===== src/rtl/la32_pipe_pkg.sv =====
// Shared types and helpers for the LA32 hazard scoreboard: entry layout,
// the "read from register file" select value and producer data availability.
package la32_pipe_pkg;

  typedef struct packed {
    logic       v;
    logic [4:0] rd;
    logic       we;
    logic       ld;
  } sb_entry_t;

  localparam int FWD_RF = 0;

  // Number of stages after EX before a producer's result can be forwarded.
  function automatic int avail(input logic ld, input int ld_lat);
    return ld ? (1 + ld_lat) : 1;
  endfunction

endpackage


===== src/rtl/la32_sb_match.sv =====
// Youngest-match priority encoder for one ID read port over the in-flight
// scoreboard entries; yields the hazard flag and next-cycle forwarding select.
module la32_sb_match
  import la32_pipe_pkg::*;
#(
  parameter int DEPTH  = 3,
  parameter int LD_LAT = 1,
  parameter int SW     = $clog2(DEPTH)
) (
  input  sb_entry_t [DEPTH-1:0] entries,
  input  logic                  en,
  input  logic [4:0]            rs,
  output logic                  hazard,
  output logic [SW-1:0]         sel
);

  always_comb begin
    hazard = 1'b0;
    sel    = SW'(FWD_RF);
    // Walk oldest to youngest so the lowest matching index wins.
    for (int k = DEPTH - 1; k >= 0; k--) begin
      if (en && (rs != 5'd0) && entries[k].v && entries[k].we &&
          (entries[k].rd == rs)) begin
        hazard = ((k + 1) < avail(entries[k].ld, LD_LAT));
        sel    = ((k + 1) <= (DEPTH - 1)) ? SW'(k + 1) : SW'(FWD_RF);
      end
    end
  end

endmodule


===== src/rtl/la32_hazard_scoreboard.sv =====
// Hazard detection and forwarding control beside ID: tracks destinations in
// flight EX..WB, decides issue/stall/flush and registers forwarding selects.
module la32_hazard_scoreboard
  import la32_pipe_pkg::*;
#(
  parameter int NRP    = 2,
  parameter int DEPTH  = 3,
  parameter int LD_LAT = 1,
  parameter int SW     = $clog2(DEPTH)
) (
  input  logic              clk,
  input  logic              rstn,
  input  logic              id_valid,
  input  logic [NRP*5-1:0]  id_rs,
  input  logic [NRP-1:0]    id_rs_used,
  input  logic [4:0]        id_rd,
  input  logic              id_we,
  input  logic              id_is_load,
  input  logic              ex_br_taken,
  input  logic              mem_stall,
  output logic              pc_we,
  output logic              ifid_we,
  output logic              ifid_clr,
  output logic              idex_clr,
  output logic [NRP*SW-1:0] fwd_sel,
  output logic [31:0]       stall_cnt,
  output logic [31:0]       flush_cnt
);

  sb_entry_t [DEPTH-1:0] entries_q, entries_d;
  logic [NRP*SW-1:0]     fwd_sel_q, fwd_sel_d;
  logic [31:0]           stall_cnt_q, stall_cnt_d;
  logic [31:0]           flush_cnt_q, flush_cnt_d;
  logic [NRP-1:0]        hazard_vec;
  logic [NRP*SW-1:0]     sel_next;
  logic                  load_use;

  for (genvar p = 0; p < NRP; p++) begin : g_port
    la32_sb_match #(
      .DEPTH  (DEPTH),
      .LD_LAT (LD_LAT),
      .SW     (SW)
    ) u_match (
      .entries (entries_q),
      .en      (id_valid & id_rs_used[p]),
      .rs      (id_rs[p*5 +: 5]),
      .hazard  (hazard_vec[p]),
      .sel     (sel_next[p*SW +: SW])
    );
  end

  assign load_use = id_valid & (|hazard_vec);

  always_comb begin
    pc_we       = 1'b1;
    ifid_we     = 1'b1;
    ifid_clr    = 1'b0;
    idex_clr    = 1'b0;
    entries_d   = entries_q;
    fwd_sel_d   = fwd_sel_q;
    stall_cnt_d = stall_cnt_q;
    flush_cnt_d = flush_cnt_q;
    if (mem_stall) begin
      pc_we   = 1'b0;
      ifid_we = 1'b0;
    end else begin
      for (int k = DEPTH - 1; k >= 1; k--) begin
        entries_d[k] = entries_q[k-1];
      end
      entries_d[0] = '0;
      fwd_sel_d    = '0;
      if (ex_br_taken) begin
        ifid_clr    = 1'b1;
        idex_clr    = 1'b1;
        flush_cnt_d = (flush_cnt_q == 32'hFFFF_FFFF) ? flush_cnt_q : flush_cnt_q + 32'd1;
      end else if (load_use) begin
        pc_we       = 1'b0;
        ifid_we     = 1'b0;
        idex_clr    = 1'b1;
        stall_cnt_d = (stall_cnt_q == 32'hFFFF_FFFF) ? stall_cnt_q : stall_cnt_q + 32'd1;
      end else begin
        // r0 writes are tracked as non-writing so they never forward.
        entries_d[0].v  = id_valid;
        entries_d[0].rd = id_rd;
        entries_d[0].we = id_we & (id_rd != 5'd0);
        entries_d[0].ld = id_is_load;
        fwd_sel_d       = sel_next;
      end
    end
  end

  always_ff @(posedge clk or negedge rstn) begin
    if (!rstn) begin
      entries_q   <= '0;
      fwd_sel_q   <= '0;
      stall_cnt_q <= '0;
      flush_cnt_q <= '0;
    end else begin
      entries_q   <= entries_d;
      fwd_sel_q   <= fwd_sel_d;
      stall_cnt_q <= stall_cnt_d;
      flush_cnt_q <= flush_cnt_d;
    end
  end

  assign fwd_sel   = fwd_sel_q;
  assign stall_cnt = stall_cnt_q;
  assign flush_cnt = flush_cnt_q;

endmodule

===== config.mk =====
export PLATFORM = sky130hd
export DESIGN_NAME = la32_hazard_scoreboard
export DESIGN_NICKNAME = d
export VERILOG_FILES = /design/src/rtl/la32_pipe_pkg.sv /design/src/rtl/la32_sb_match.sv /design/src/rtl/la32_hazard_scoreboard.sv
export SDC_FILE = /design/constraint.sdc
export NUM_CORES = 1
export LEC_CHECK = 0
export CORE_MARGIN = 8
export CORE_UTILIZATION = 54
export CTS_BUF_LIST = sky130_fd_sc_hd__clkbuf_16
export DETAILED_ROUTE_END_ITERATION = 8
export PLACE_DENSITY_LB_ADDON = 0.3
export SLEW_MARGIN = 5
export SYNTH_ARGS = -nofsm -noshare
export SYNTH_HDL_FRONTEND = slang
export SYNTH_SLANG_ARGS = --single-unit

===== constraint.sdc =====
create_clock -name clk -period 4.4 [get_ports clk]
set_input_delay 0.88 -clock clk [delete_from_list [all_inputs] [get_ports clk]]
set_output_delay 0.88 -clock clk [all_outputs]
set_load 0.02 [all_outputs]

# ---- After elaboration in Yosys (flattened, before gate mapping)
# Cells that the tools add are included.
dict set report word_totals {
  output_inout_bits 72
  register_bits 92
  wordCells 87
}
dict set report op_classes {
  addsub 2
  reduce_logical 26
  muxes 25
  bitwise 8
  magnitude_cmp 3
  eq_ne 8
}
# op n
set op_table {}
lappend op_table {{$add A32 B1 Y32 const B} 2}
lappend op_table {{$eq A32 B32 Y1 const B} 2}
lappend op_table {{$lt A3 B32 Y1 const A} 2}
lappend op_table {{$lt A2 B32 Y1 const A} 1}
lappend op_table {{$eq A5 B5 Y1} 6}
lappend op_table {{$logic_and A1 B1 Y1} 20}
lappend op_table {{$mux W8} 2}
lappend op_table {{$reduce_bool A5 Y1} 3}
lappend op_table {{$mux W1} 14}
lappend op_table {{$mux W2} 7}
lappend op_table {{$mux W4} 2}
lappend op_table {{$and A1 B1 Y1} 4}
lappend op_table {{$not A1 Y1} 4}
lappend op_table {{$reduce_and A4 Y1} 1}
lappend op_table {{$reduce_and A3 Y1} 1}
lappend op_table {{$reduce_or A2 Y1} 1}

# ---- Logic depth before layout (Yosys ltp)
dict set report logic_depth {
  depth_word 13
  depth_mapped 8
  ltp_nobuf 7
}

# ---- Cells and area by module
# A second synthesis with hierarchy kept.
dict set report unflattened {
  cells_unflattened 413
  area_unflattened_um2 4625.7
}
# mod area_per_inst_um2 instances seq_area_each_um2 cells_each
set by_module_without_submodules {}
lappend by_module_without_submodules {la32_hazard_scoreboard 4297.9 1 2302.2 375}
lappend by_module_without_submodules {la32_sb_match 163.9 2 0.0 19}

# ---- Worst setup path before layout
# OpenSTA, ideal clock, no wires.
dict set report synth_timing {
  kind {input to output}
  from {input port id_rs[5]}
  to {output port pc_we}
  path_slack_ns 0.964
  t_arrival_ns 2.556
  path_buffers 1
  required_time_ns 3.520
  path_stages 6
  cell_sequence {or4_1 > o211ai_1 > or4_1 > a21boi_1 > a21oi_1 > buf_4}
}
dict set report synth_via {
  elab_chain_len 13
}
# item line_no
set synth_lines {}
lappend synth_lines {{start, declared} la32_hazard_scoreboard.sv:14} ;# input logic [NRP*5-1:0] id_rs,
lappend synth_lines {{$reduce_bool A5 Y1} la32_sb_match.sv:22} ;# if (en && (rs != 5'd0) && entries[k].v && entries[k].we &&
lappend synth_lines {{$logic_and A1 B1 Y1 (4 in a row)} la32_sb_match.sv:22}
lappend synth_lines {{$mux W1 (2 in a row)} la32_sb_match.sv:22}
lappend synth_lines {{$mux W1 *} la32_sb_match.sv:22}
lappend synth_lines {{$reduce_or A2 Y1 *} la32_hazard_scoreboard.sv:52} ;# assign load_use = id_valid & (|hazard_vec);
lappend synth_lines {{$and A1 B1 Y1 *} la32_hazard_scoreboard.sv:52}
lappend synth_lines {{$mux W1 * (3 in a row)} n/a}
lappend synth_lines {{end, declared} la32_hazard_scoreboard.sv:21} ;# output logic pc_we,
# Mark *: on every way between the ends. The rest lies on a longest branch, timed or not.

# ---- Worst setup path after layout
dict set report layout_timing {
  from {input port id_rs[0]}
  to {output port idex_clr}
}
dict set report layout_via {
  elab_chain_len 13
}
# item line_no
set layout_lines {}
lappend layout_lines {{$reduce_bool A5 Y1} la32_sb_match.sv:22}
lappend layout_lines {{$logic_and A1 B1 Y1 (4 in a row)} la32_sb_match.sv:22}
lappend layout_lines {{$mux W1 (2 in a row)} la32_sb_match.sv:22}
lappend layout_lines {{$mux W1 *} la32_sb_match.sv:22}
lappend layout_lines {{$reduce_or A2 Y1 *} la32_hazard_scoreboard.sv:52}
lappend layout_lines {{$and A1 B1 Y1 *} la32_hazard_scoreboard.sv:52}
lappend layout_lines {{$mux W1 *} la32_hazard_scoreboard.sv:76} ;# end else if (load_use) begin
lappend layout_lines {{$mux W1 *} la32_hazard_scoreboard.sv:72} ;# if (ex_br_taken) begin
lappend layout_lines {{$mux W1 *} la32_hazard_scoreboard.sv:63} ;# if (mem_stall) begin
lappend layout_lines {{end, declared} la32_hazard_scoreboard.sv:24} ;# output logic idex_clr,
# Marks and branches as above.

==> impl_metrics.py <==
metrics = {
    "status": {
        "status": "finished clean",
    },
    "logic_synthesis": {
        "syn_inst": 370,
        "synth_edf_count": 0,
        "synth_nets": 396,
        "syn_area_sq_um": 4020,
        "syn_area_per_cell_sq_um": 10.9,
        "yosys.area.top_type_share": 0.516,
        "synth_top_cell_by_area": "dfrtp_1",
        "synth_seq_cells": 83,
        "ys_top_cells_by_area": "dfrtp_1 52%, xnor2_1 12%, xor2_1 5.7%",
        "ys.flop_type": "dfrtp_1",
        "synth_cell_type_count": 46,
        "async_flop_share": 1.00,
        "synth_seq_area_share": 0.516,
        "yosysWarnings": 0,
    },
    "clocking": {
        "hold_buffers": 0,
        "numCtsBuffers": 9,
        "clock_latency_ns": 0.33,
        "htreeDepth": 3,
        "cts-root-buf": "clkbuf_16",
        "ctsResizeCount": 0,
        "path_clk_slew_ns": 0.06,
        "cts.path.max_buffers": 2,
        "post_cts_buffers": 0,
        "clock-sinks": 83,
        "cts_tree": "built",
    },
    "route": {
        "wl_mm": 9.93,
        "drt-pass1-iter-count": 4,
        "drt_iter0_markers": 130,
        "drt-wirelength-per-cell_um": 17.3,
        "drc": 0,
        "ant_nets": 0,
        "via_per_inst": 5.69,
        "num_vias": 3266,
    },
    "min_path": {
        "whs_path_depth": 1,
        "min-delay-start": "stall_cnt[18]$_DFFE_PN0P_",
        "holdCritPathClass": "register to register",
        "hold_path_end": "stall_cnt[18]$_DFFE_PN0P_",
    },
    "final_layout": {
        "area_growth_pct": 33.6,
        "nFillCells": 536,
        "fin_nets": 497,
        "final_common_cell": "clkdlybuf4s50_1",
        "drive_gt1_frac": 0.0716,
        "layout_common_cells": "94 x clkdlybuf4s50_1, 83 x dfrtp_1, 56 x xnor2_1",
        "antenna_cells": 0,
    },
    "floorplanning": {
        "core_region_area_sq_um": 7250,
        "chipWidth_um": 102,
        "initial_core_util": 0.555,
        "rows": 31,
        "io-pin-count": 96,
        "die_h_um": 102,
        "fp.dieArea_sq_um": 10500,
    },
    "global_route": {
        "grt_max_degree": 84,
        "track_usage": 0.199,
        "antenna_found_initial": 0,
        "grt_pass1_vias": 3381,
        "grt_pass1_wl_mm": 16.5,
        "gr-total-overflow": 0,
    },
    "sta": {
        "tns_ns": 0,
        "fin_skew_ns": 0.00853,
        "hold_slack_ns": 0.486,
        "rsz0062_at_grt": "no",
        "setup_viol": 0,
        "finalCriticalPeriod_ns": 4.22,
        "fin_crit_sh": 0.960,
        "drv_slew": 0,
        "hold_viol_final": 0,
        "max_slew_margin": 0.304,
        "fmax_mhz": 237,
        "tightest_slew_ns": 1.04,
    },
    "critical_path": {
        "startpoint_type": "input pin",
        "crit_buf_inv": 2,
        "critPathKind": "input pin to output pin",
        "cp.arrival_ns": 3.34,
        "path_max_fanout": 3,
        "rr_endpoint": "stall_cnt[12]$_DFFE_PN0P_",
        "crit_path_end_kind": "output pin",
        "reg2reg_depth": 6,
        "critPathMaxStageDelay_ns": 0.63,
        "reg2reg_setup_slack_ns": 1.93,
        "critPathRequiredTime_ns": 3.52,
        "r2r_start": "stall_cnt[7]$_DFFE_PN0P_",
        "worst_path_max_delay_cell": "clkdlybuf4s50_1",
        "crit_path_cell_trace": "clkdlybuf4s50_1 > xnor2_1 > nand4_1 > or4_1 > a21boi_1 > nor2_1 > nor2_1 > clkdlybuf4s50_1",
        "path_delay_family": "buffers and inverters",
    },
    "pwr": {
        "vdd_drop_max_uv": 345,
        "powerDensity_nw_per_um2": 343,
        "p_leak_nw": 2.27,
    },
    "job": {
        "maxCapViolCount": 0,
    },
    "place": {
        "gp_congestion": 0.892,
        "place_hpwl_mm": 7.10,
        "portBuffers": 95,
    },
}
[worst reg2reg max path: cells and delay by family (launching register included)]
family,cells,cell delay [ns]
simple gates,4,1.46
flops,1,0.42
compound gates,1,0.33
xor+xnor,1,0.17
[cells in the mapped netlist, drive strengths merged, types with 2 or more instances]
cell type / n
a21oi: 2
a22o: 6
and2: 3
and3: 11
and4: 5
buf: 4
clkbuf: 4
dfrtp: 83
ha: 2
inv: 5
mux2: 7
nand2: 33
nand3: 30
nand4: 24
nor2: 21
nor2b: 2
nor3: 10
nor4: 9
o211ai: 2
o21ai: 3
o41ai: 2
or3: 2
or4: 5
xnor2: 56
xor2: 26
[sequential cells by signal, summed over array words and instances (netlist names)]
signal	cells
flush_cnt	32
fwd_sel	4
stall_cnt	32
entries_q	15
[logic make-up after synthesis]
group | count (synthesis) | share of synthesized area
and+or+nand+nor | 161 | 0.217
DFF | 83 | 0.516
AOI/OAI and AO/OA | 21 | 0.0426
muxes | 7 | 0.0196
buffers and inverters | 14 | 0.0196
xor gates and xnor gates | 82 | 0.178
adders and majority gates | 2 | 0.00622
[cell type report]
type                    count  area [sq um]  area share
clock buffers               9           225      0.0419
well taps                  99           124      0.0231
multi-input cells         273          1870       0.348
repair buffers             99           978       0.182
clock inverters             6          82.6      0.0154
inverters                   5          18.8     0.00349
flip-flops and latches     83          2080       0.386
[metal layers]
metal,GRT usage,part of all wire,up-vias,routed length [um]
met5,0,0,-,0
met4,0.0880,0.018,0,176
met3,0.0436,0.061,19,606
met2,0.324,0.48,110,4810
met1,0.248,0.44,1619,4340
li1,-,-,1518,-
[how the worst max path moves through the flow]
stage	start	end	slack [ns]	cells after the start
floorplan	id_rs[5]	pc_we	0.96	6
global placement	id_rs[1]	idex_clr	0.24	8
detailed placement	id_rs[5]	pc_we	0.15	7
CTS	id_rs[5]	pc_we	0.15	7
global route	id_rs[0]	ifid_we	0.02	7
finish	id_rs[0]	idex_clr	0.18	8
[report_power, final]
group | switching, W | leakage (nW) | internal [W] | total, W
registers | 0.0000468 | 1.12 | 0.000799 | 0.000846
clock network | 0.000295 | 0.146 | 0.000490 | 0.000784
logic | 0.000107 | 1.00 | 0.000106 | 0.000213
[metrics by stage]
| step | setup WS, ns | utilization | instances | total power, W | area (sq um) |
|---|---|---|---|---|---|
| 2_1_floorplan | 0.964 | - | 370 | 0.000958 | 4020 |
| 4_1_cts | 0.155 | 0.741 | 574 | 0.00185 | 5370 |
| 3_3_place_gp | 0.239 | 0.698 | 559 | 0.00107 | 5070 |
| 3_5_place_dp | 0.155 | 0.698 | 559 | 0.00107 | 5070 |
| 6_report | 0.176 | 0.741 | 574 | 0.00184 | 5370 |
| 5_1_grt | 0.0170 | 0.741 | 574 | 0.00191 | 5370 |
Power figures use the tool's default switching activity.
